## src/rtl/pingpong_pkg.sv

```systemverilog
// Shared ping-pong definitions: button indices and the per-channel repeat state encoding.
package pingpong_pkg;

  localparam int unsigned NUM_BTN = 4;

  localparam int unsigned BTN_P1L = 0;
  localparam int unsigned BTN_P1R = 1;
  localparam int unsigned BTN_P2L = 2;
  localparam int unsigned BTN_P2R = 3;

  typedef enum logic [1:0] {
    RELEASED = 2'd0,
    DELAY    = 2'd1,
    REPEAT   = 2'd2
  } rep_state_e;

endpackage

```

## src/rtl/button_channel.sv

```systemverilog
// One button: 2-flop synchroniser, debouncer, press pulse and step pulse generator.
// BUTTON_AUTO_REPEAT_EN builds the hold-to-repeat FSM; otherwise step mirrors press.
module button_channel
  import pingpong_pkg::*;
#(
  parameter int unsigned DEBOUNCE_CYCLES = 500000,
  parameter int unsigned REPEAT_DELAY    = 25000000,
  parameter int unsigned REPEAT_PERIOD   = 5000000
) (
  input  logic clk,
  input  logic reset,
  input  logic btn_n,
  output logic level,
  output logic press,
  output logic step
);

  localparam logic [31:0] DB_LAST = 32'(DEBOUNCE_CYCLES - 1);

  if (DEBOUNCE_CYCLES < 1 || REPEAT_DELAY < 1 || REPEAT_PERIOD < 1) begin : g_param_check
    $error("button_channel: cycle parameters must be >= 1");
  end

  logic        sync1, sync2;
  logic        st;
  logic [31:0] dcnt;
  logic        level_q;
  logic        press_q;
  logic        press_evt;
  logic        rel_now;

  // st has just gone low but level has not caught up yet: first cycle of an accepted press.
  assign press_evt = ~st & ~level_q;
  // st is being flipped back to released on this very edge.
  assign rel_now   = ~st & sync2 & (dcnt == DB_LAST);

  always_ff @(posedge clk or posedge reset) begin
    if (reset) begin
      sync1   <= 1'b1;
      sync2   <= 1'b1;
      st      <= 1'b1;
      dcnt    <= '0;
      level_q <= 1'b0;
      press_q <= 1'b0;
    end else begin
      sync1 <= btn_n;
      sync2 <= sync1;
      if (sync2 != st) begin
        if (dcnt == DB_LAST) begin
          st   <= sync2;
          dcnt <= '0;
        end else begin
          dcnt <= dcnt + 32'd1;
        end
      end else begin
        dcnt <= '0;
      end
      level_q <= ~st;
      press_q <= press_evt;
    end
  end

  assign level = level_q;
  assign press = press_q;

`ifdef BUTTON_AUTO_REPEAT_EN
  localparam logic [31:0] RD_LAST = 32'(REPEAT_DELAY - 1);
  localparam logic [31:0] RP_LAST = 32'(REPEAT_PERIOD - 1);

  rep_state_e  state_q, state_d;
  logic [31:0] rcnt_q, rcnt_d;
  logic        step_q, step_d;

  always_comb begin
    state_d = state_q;
    rcnt_d  = rcnt_q;
    step_d  = 1'b0;
    unique case (state_q)
      RELEASED: begin
        if (press_evt && !rel_now) begin
          step_d  = 1'b1;
          rcnt_d  = '0;
          state_d = DELAY;
        end
      end
      DELAY: begin
        // A release landing on the same edge as a due repeat wins.
        if (st || rel_now) begin
          rcnt_d  = '0;
          state_d = RELEASED;
        end else if (rcnt_q == RD_LAST) begin
          step_d  = 1'b1;
          rcnt_d  = '0;
          state_d = REPEAT;
        end else begin
          rcnt_d = rcnt_q + 32'd1;
        end
      end
      REPEAT: begin
        if (st || rel_now) begin
          rcnt_d  = '0;
          state_d = RELEASED;
        end else if (rcnt_q == RP_LAST) begin
          step_d = 1'b1;
          rcnt_d = '0;
        end else begin
          rcnt_d = rcnt_q + 32'd1;
        end
      end
      default: begin
        rcnt_d  = '0;
        state_d = RELEASED;
      end
    endcase
  end

  always_ff @(posedge clk or posedge reset) begin
    if (reset) begin
      state_q <= RELEASED;
      rcnt_q  <= '0;
      step_q  <= 1'b0;
    end else begin
      state_q <= state_d;
      rcnt_q  <= rcnt_d;
      step_q  <= step_d;
    end
  end

  assign step = step_q;
`else
  assign step = press_q;
`endif

endmodule

```

## src/rtl/button_conditioner.sv

```systemverilog
// Conditions the four raw active-low player buttons into level, press and step outputs.
// Hold-to-repeat stepping is built only when BUTTON_AUTO_REPEAT_EN is defined.
module button_conditioner
  import pingpong_pkg::*;
#(
  parameter int unsigned DEBOUNCE_CYCLES = 500000,
  parameter int unsigned REPEAT_DELAY    = 25000000,
  parameter int unsigned REPEAT_PERIOD   = 5000000
) (
  input  logic               clk,
  input  logic               reset,
  input  logic [NUM_BTN-1:0] btn_n,
  output logic [NUM_BTN-1:0] level,
  output logic [NUM_BTN-1:0] press,
  output logic [NUM_BTN-1:0] step
);

  for (genvar i = 0; i < NUM_BTN; i++) begin : g_chan
    button_channel #(
      .DEBOUNCE_CYCLES(DEBOUNCE_CYCLES),
      .REPEAT_DELAY   (REPEAT_DELAY),
      .REPEAT_PERIOD  (REPEAT_PERIOD)
    ) u_chan (
      .clk  (clk),
      .reset(reset),
      .btn_n(btn_n[i]),
      .level(level[i]),
      .press(press[i]),
      .step (step[i])
    );
  end

endmodule

```

## config.mk

```make
export PLATFORM = sky130hd
export DESIGN_NAME = button_conditioner
export DESIGN_NICKNAME = d
export VERILOG_FILES = /design/src/rtl/pingpong_pkg.sv /design/src/rtl/button_channel.sv /design/src/rtl/button_conditioner.sv
export SDC_FILE = /design/constraint.sdc
export NUM_CORES = 1
export LEC_CHECK = 0
export CAP_MARGIN = 20
export CELL_PAD_IN_SITES_DETAIL_PLACEMENT = 0
export CELL_PAD_IN_SITES_GLOBAL_PLACEMENT = 1
export CORE_MARGIN = 5
export CORE_UTILIZATION = 45
export DETAILED_ROUTE_END_ITERATION = 12
export PLACE_DENSITY_LB_ADDON = 0.1
export SLEW_MARGIN = 0
export SYNTH_ARGS = -nofsm -noshare
export SYNTH_HDL_FRONTEND = slang
export SYNTH_SLANG_ARGS = --single-unit
```

## constraint.sdc

```tcl
create_clock -name clk -period 5.6 [get_ports clk]
set_input_delay 0.84 -clock clk [delete_from_list [all_inputs] [get_ports clk]]
set_output_delay 0.84 -clock clk [all_outputs]
set_load 0.05 [all_outputs]
```

==> run summary, run 1 <==
antenna violations before repair -> 0
RSZ-0062 raised after global routing -> false
antenna-violating nets left -> 0
clk slew on worst S/H paths -> 0.06 ns
Startpoint Class -> register
design area -> 0.00830 mm2
Syn Nets -> 748
# clock sinks -> 148
final net count -> 747
EDFF count, synth -> 0
setup ws final -> 3.17 ns
Max-Cap Viols -> 0
FMAX -> 411 MHz
grt peak-use layer -> met2
global-route met1 utilization -> 0.216
Worst Hold Class -> reg2reg
Placement Setup Slack -> 2.93 ns
critical path's top delay family -> buffers and inverters
final slew viol count -> 0
status -> finished, final reports clean
ys flop type -> dfrtp_1
DRT iter0 DRCs -> 356
I/O Buffers -> 17
gpl congestion -> 0.779
first-pass GRT wire length -> 24400 um
DRC -> 0
area share of the largest cell type after synthesis -> 0.466
ANT cells -> 0
min cycle time layout -> 2.43 ns
slew margin rel. -> 0.344
Post-Synth XOR/XNOR Area -> 0.148
Synth area leader -> dfrtp_1
Cell variety after synth -> 38
wire per inst -> 14.5 um
Hold-fix buffers, CTS -> 0
DP HPWL -> 8870 um
vias in the first global route -> 5093
io pins -> 18
via count -> 5082
Layout Utilization -> 0.522
Syn Inst Count -> 738
Setup violations, final -> 0
Compound-Gate Fraction of Synth Area -> 0.00411
critical-path cell list -> clkdlybuf4s50_1
Power per Cell Area -> 303 mW/mm2
die width -> 137 um
CP max FO -> 2
Power Total -> 2.51 mW
Skew-Pair Late Insertion Delay -> 0.43 ns
Leakage Power -> 3.40 nW
CP max stage delay -> 0.81 ns
CTS tree -> built
final cell count without fillers -> 966
Post-CTS Resized -> 0
Post-CTS Setup Bufs -> 0
Site Rows -> 46
vias per cell -> 5.26
post-placement cell area -> 0.00752 mm2
type of the worst setup path -> reg2out
DIE AREA -> 0.0189 mm2
Routed Wire Length -> 14000 um
Inst Count DP -> 931
height of the chip -> 137 um
area delta synth->final -> 13.6%
Yosys reg bits -> 148
pin count of the biggest net entering global routing -> 112
synth warn -> 0
total CTS buffers -> 17
largest family of logic cells by synthesized area -> simple AND/OR/NAND/NOR gates
Fin Hold WS -> 0.354 ns
Core ar. -> 0.0159 mm2
Async SR Flop Fraction -> 1.00
H-tree depth -> 4
Mapped Area -> 0.00730 mm2
drt pass-1 iters -> 4
post-synthesis simple-gate area fraction -> 0.288
Setup Skew -> 0.0109 ns
mean post-synth cell area -> 9.90 um2
CTS Buffer Depth -> 2
gr ovfl total -> 0
register area share after synthesis -> 0.509
Worst Path Buf+Inv -> 1
setup TNS -> 0 ns
Peak VDD IR -> 226 uV
met2 usage -> 0.250
Tcrit/Tclk final -> 0.435
post-synthesis adder-cell area fraction -> 0.00685
layout cells sized above 1 -> 0.100
mux contribution to synthesized area -> 0
CTS root buf -> clkbuf_16
gr usage total -> 0.161
Starting Density -> 0.460
Synth area leaders -> dfrtp_1 47%, nor2_1 7.8%, xor2_1 7.7%
Critical Path AT -> 1.59 ns
CP endpoint kind -> primary output
endpoints failing hold -> 0
CP Data Required Time -> 4.76 ns
Worst path slowest cell -> clkdlybuf4s50_1
Worst-Margin Slew -> 0.976 ns
global routing usage on met3 -> 0.0398
[cells in the final DEF, fill, tap and decap left out, types with 3 or more instances in the layout]
cell type and instances:
o21ai_0 5, nand3_1 46, xor2_1 64, and4_1 11
clkinvlp_4 3, xnor2_1 59, nand2_1 42, nor4_1 30
clkbuf_16 17, and3_1 19, inv_1 19, nor4_2 10
dfrtp_1 136, ha_1 4, dfstp_2 12, bufinv_16 7
clkdlybuf4s50_1 17, nor3_1 14, nor3_2 5, nor2_1 151
nand4_1 44
[metal layers]
layer | part of all wire | vias to the layer above
met4 | 0.016 | 0
met3 | 0.025 | 23
li1 | - | 2492
met5 | 0 | -
met2 | 0.46 | 46
met1 | 0.50 | 2521
[worst paths after layout]
| path | depth (start not counted) | to | startpoint | slack, ns |
|---|---|---|---|---|
| max | 1 | step[2] | g_chan[2].u_chan.press$_DFF_PP0_ | 3.17 |
| min | 0 | g_chan[0].u_chan.sync2$_DFF_PP1_ | g_chan[0].u_chan.sync1$_DFF_PP1_ | 0.35 |
| max reg2reg | 6 | g_chan[1].u_chan.dcnt[23]$_DFF_PP0_ | g_chan[1].u_chan.dcnt[15]$_DFF_PP0_ | 3.26 |
| min reg2reg | 0 | g_chan[0].u_chan.sync2$_DFF_PP1_ | g_chan[0].u_chan.sync1$_DFF_PP1_ | 0.35 |
| max in group asynchronous | 4 | g_chan[1].u_chan.st$_DFFE_PP1P_ | reset | 3.69 |
| min in group asynchronous | 2 | g_chan[2].u_chan.dcnt[13]$_DFF_PP0_ | reset | 0.69 |
[power by group]
| part | total [mW] | switching (mW) | internal (mW) |
|---|---|---|---|
| combinational | 0.0597 | 0.0425 | 0.0172 |
| sequential | 1.09 | 0.00920 | 1.08 |
| clock | 1.36 | 0.456 | 0.905 |
[state kept, by name, summed over array words and instances (netlist names)]
signal               flops
g_chan.u_chan.dcnt     128
g_chan.u_chan.sync1      4
g_chan.u_chan.st         4
g_chan.u_chan.sync2      4
g_chan.u_chan.press      4
g_chan.u_chan.level      4
[area by class of cell]
class,count,area (um2)
Clock inverter,12,250
Sequential cell,148,3720
Tap cell,216,270
Inverter,20,80.1
Fill cell,1496,7590
Multi-Input combinational cell,528,3270
Clock buffer,20,457
Timing Repair Buffer,22,255
[Yosys cell counts, types with 4 or more instances]
| library cell | count |
|---|---|
| and3_1 | 19 |
| xor2_1 | 64 |
| buf_4 | 18 |
| o21ai_0 | 5 |
| buf_2 | 17 |
| nand2_1 | 42 |
| ha_1 | 4 |
| nor4_1 | 30 |
| nand3_1 | 46 |
| nor2_1 | 151 |
| dfrtp_1 | 136 |
| nand4_1 | 44 |
| nor3_2 | 4 |
| and4_1 | 11 |
| dfstp_2 | 12 |
| nor3_1 | 15 |
| inv_1 | 20 |
| clkbuf_1 | 5 |
| nor4_2 | 10 |
| xnor2_1 | 59 |
[kinds of logic after synthesis]
group / Yosys count
AOI/OAI and AO/OA: 6
buffers and inverters: 62
xor gates and xnor gates: 123
adders and majority gates: 4
DFF: 148
and+or+nand+nor: 395
(Power assumes the default switching activity.)
==> run 2, diff against run 1 <==
==> constraint.sdc (replaced) <==
create_clock -name clk -period 2.3 [get_ports clk]
set_input_delay 0.345 -clock clk [delete_from_list [all_inputs] [get_ports clk]]
set_output_delay 0.345 -clock clk [all_outputs]
set_load 0.05 [all_outputs]
==> run 2 against run 1 <==
Compared with the run above:
- sequential cell count unchanged
- register-to-register slack got worse by 3.0 ns
- critical path depth increased by 6
- utilization decreased by 0.20 points
- clock skew decreased by 0.0021 ns
- non-clock buffer count increased by 14
- global-route usage increased by 0.22 points
- sequential power increased by 140%
- critical path type is now reg2reg
- critical endpoint is now g_chan[0].u_chan.dcnt[16]$_DFF_PP0_
- largest power group unchanged
==> run summary, run 2 (synthesis results as in run 1) <==
r2r worst-path depth -> 7
clk slew on worst S/H paths -> 0.06 ns
# clock sinks -> 148
first-pass GRT wire length -> 24700 um
io pins -> 18
FMAX -> 483 MHz
Reg with most FFs -> g_chan.u_chan.dcnt
area delta synth->final -> 13.2%
CP most frequent cell -> buf_4
vias in the first global route -> 5218
commonest non-fill, non-tap cell in the layout -> nor2_1
Fin Hold WS -> 0.246 ns
Tcrit/Tclk final -> 0.900
endpoints failing hold -> 0
Setup Skew -> 0.00882 ns
antenna-violating nets left -> 0
Leakage Power -> 3.41 nW
CP Data Required Time -> 2.60 ns
type of the worst setup path -> reg2reg
DIE AREA -> 0.0189 mm2
Internal Power -> 4.26 mW
Inst Count DP -> 948
Storage cell area -> 0.00372 mm2
DP HPWL -> 9200 um
Site Rows -> 46
DRC -> 0
antenna violations before repair -> 0
Worst-Margin Slew -> 0.660 ns
DRT iter0 DRCs -> 224
gr usage total -> 0.163
Power Total -> 5.48 mW
Layout Utilization -> 0.520
status -> finished, final reports clean
via count -> 5096
wire per inst -> 14.4 um
Starting Density -> 0.460
CP max FO -> 19
vias per cell -> 5.20
combinational share of power -> 0.028
critical-path cell list -> ha_1 > nand4_1 > buf_4 > nor4_2 > or2_2 > buf_4 > nor2_1
fraction of power spent switching nets -> 0.223
height of the chip -> 137 um
total CTS buffers -> 17
Critical Path AT -> 2.37 ns
min cycle time layout -> 2.07 ns
footprint of the multi-input gates -> 0.00326 mm2
Core ar. -> 0.0159 mm2
Setup violations, final -> 0
post-placement cell area -> 0.00769 mm2
Routed Wire Length -> 14100 um
setup ws final -> 0.231 ns
design area -> 0.00826 mm2
final net count -> 761
gpl congestion -> 0.798
Post-CTS Setup Bufs -> 0
Hold-fix buffers, CTS -> 0
slew margin rel. -> 0.557
final slew viol count -> 0
H-tree depth -> 4
CTS Buffer Depth -> 2
Post-CTS Resized -> 0
fillers -> 1514
Worst Hold Class -> in2async
Max-Cap Viols -> 0
setup TNS -> 0 ns
CTS root buf -> clkbuf_16
ANT cells -> 0
layout cells sized above 1 -> 0.115
CTS tree -> built
drt pass-1 iters -> 5
Startpoint Class -> register
pin count of the biggest net entering global routing -> 69
switching power -> 1.22 mW
Clock power frac -> 0.487
sequential share of power -> 0.485
CP max stage delay -> 0.40 ns
die width -> 137 um
Skew-Pair Late Insertion Delay -> 0.42 ns
Worst path slowest cell -> dfrtp_1
Peak VDD IR -> 547 uV
gr ovfl total -> 0
Placement Setup Slack -> 0.225 ns
CP endpoint kind -> register
max reg flops -> 128
I/O Buffers -> 17
most frequent cells in the layout -> 151 x nor2_1, 136 x dfrtp_1, 64 x xor2_1
Power per Cell Area -> 663 mW/mm2
final cell count without fillers -> 980
RSZ-0062 raised after global routing -> false
[run 2: cell types whose count changed in the layout (fill, tap and decap cells not counted)]
| cell | previous run | this run |
|---|---|---|
| buf_4 | 2 | 15 |
| nor3_1 | 14 | 15 |
| buf_16 | 2 | 0 |
| clkinv_4 | 2 | 3 |
| buf_8 | 1 | 0 |
| clkinv_2 | 0 | 3 |
| clkbuf_8 | 2 | 3 |
| buf_12 | 0 | 4 |
| bufinv_16 | 7 | 1 |
| clkinvlp_4 | 3 | 4 |
| nor3_2 | 5 | 4 |
[run 2: layout make-up]
| type | count | share of cell area |
|---|---|---|
| clock buffers | 21 | 0.0569 |
| clock inverters | 11 | 0.0124 |
| inverters | 20 | 0.00954 |
| multi-input cells | 528 | 0.395 |
| flip-flops and latches | 148 | 0.450 |
| well taps | 216 | 0.0327 |
| repair buffers | 36 | 0.0439 |
[run 2: worst paths after layout]
kind | slack, ns | startpoint | endpoint
worst max-delay path | 0.23 | g_chan[0].u_chan.dcnt[0]$_DFF_PP0_ | g_chan[0].u_chan.dcnt[16]$_DFF_PP0_
worst min-delay path | 0.25 | reset | g_chan[1].u_chan.dcnt[16]$_DFF_PP0_
worst max register to register | 0.23 | g_chan[0].u_chan.dcnt[0]$_DFF_PP0_ | g_chan[0].u_chan.dcnt[16]$_DFF_PP0_
worst min register to register | 0.35 | g_chan[2].u_chan.sync1$_DFF_PP1_ | g_chan[2].u_chan.sync2$_DFF_PP1_
max in group asynchronous | 1.37 | reset | g_chan[3].u_chan.st$_DFFE_PP1P_
min in group clk | 0.33 | btn_n[2] | g_chan[2].u_chan.sync1$_DFF_PP1_
[run 2: routing by layer]
metal,vias to the layer above,share of wire,GRT usage
met1,2515,0.49,0.221
met4,0,0.0095,0.0621
met5,-,0,0
li1,2518,-,-
met3,13,0.027,0.0387
met2,50,0.47,0.254
[run 2: power groups by stage]
stage	sequential, mW	clock, mW	combinational (mW)
3_3_place_gp	2.70	0	0.156
4_1_cts	2.66	2.77	0.161
3_5_place_dp	2.70	0	0.160
5_1_grt	2.66	2.87	0.180
6_report	2.66	2.67	0.154
2_1_floorplan	2.70	0	0.109
[run 2: worst max-delay path: cells and delay by family (launching register included)]
family	cells	cell delay [ns]
flops	1	0.40
buf+inv	2	0.46
simple gates	4	0.86
fa+ha+maj	1	0.22
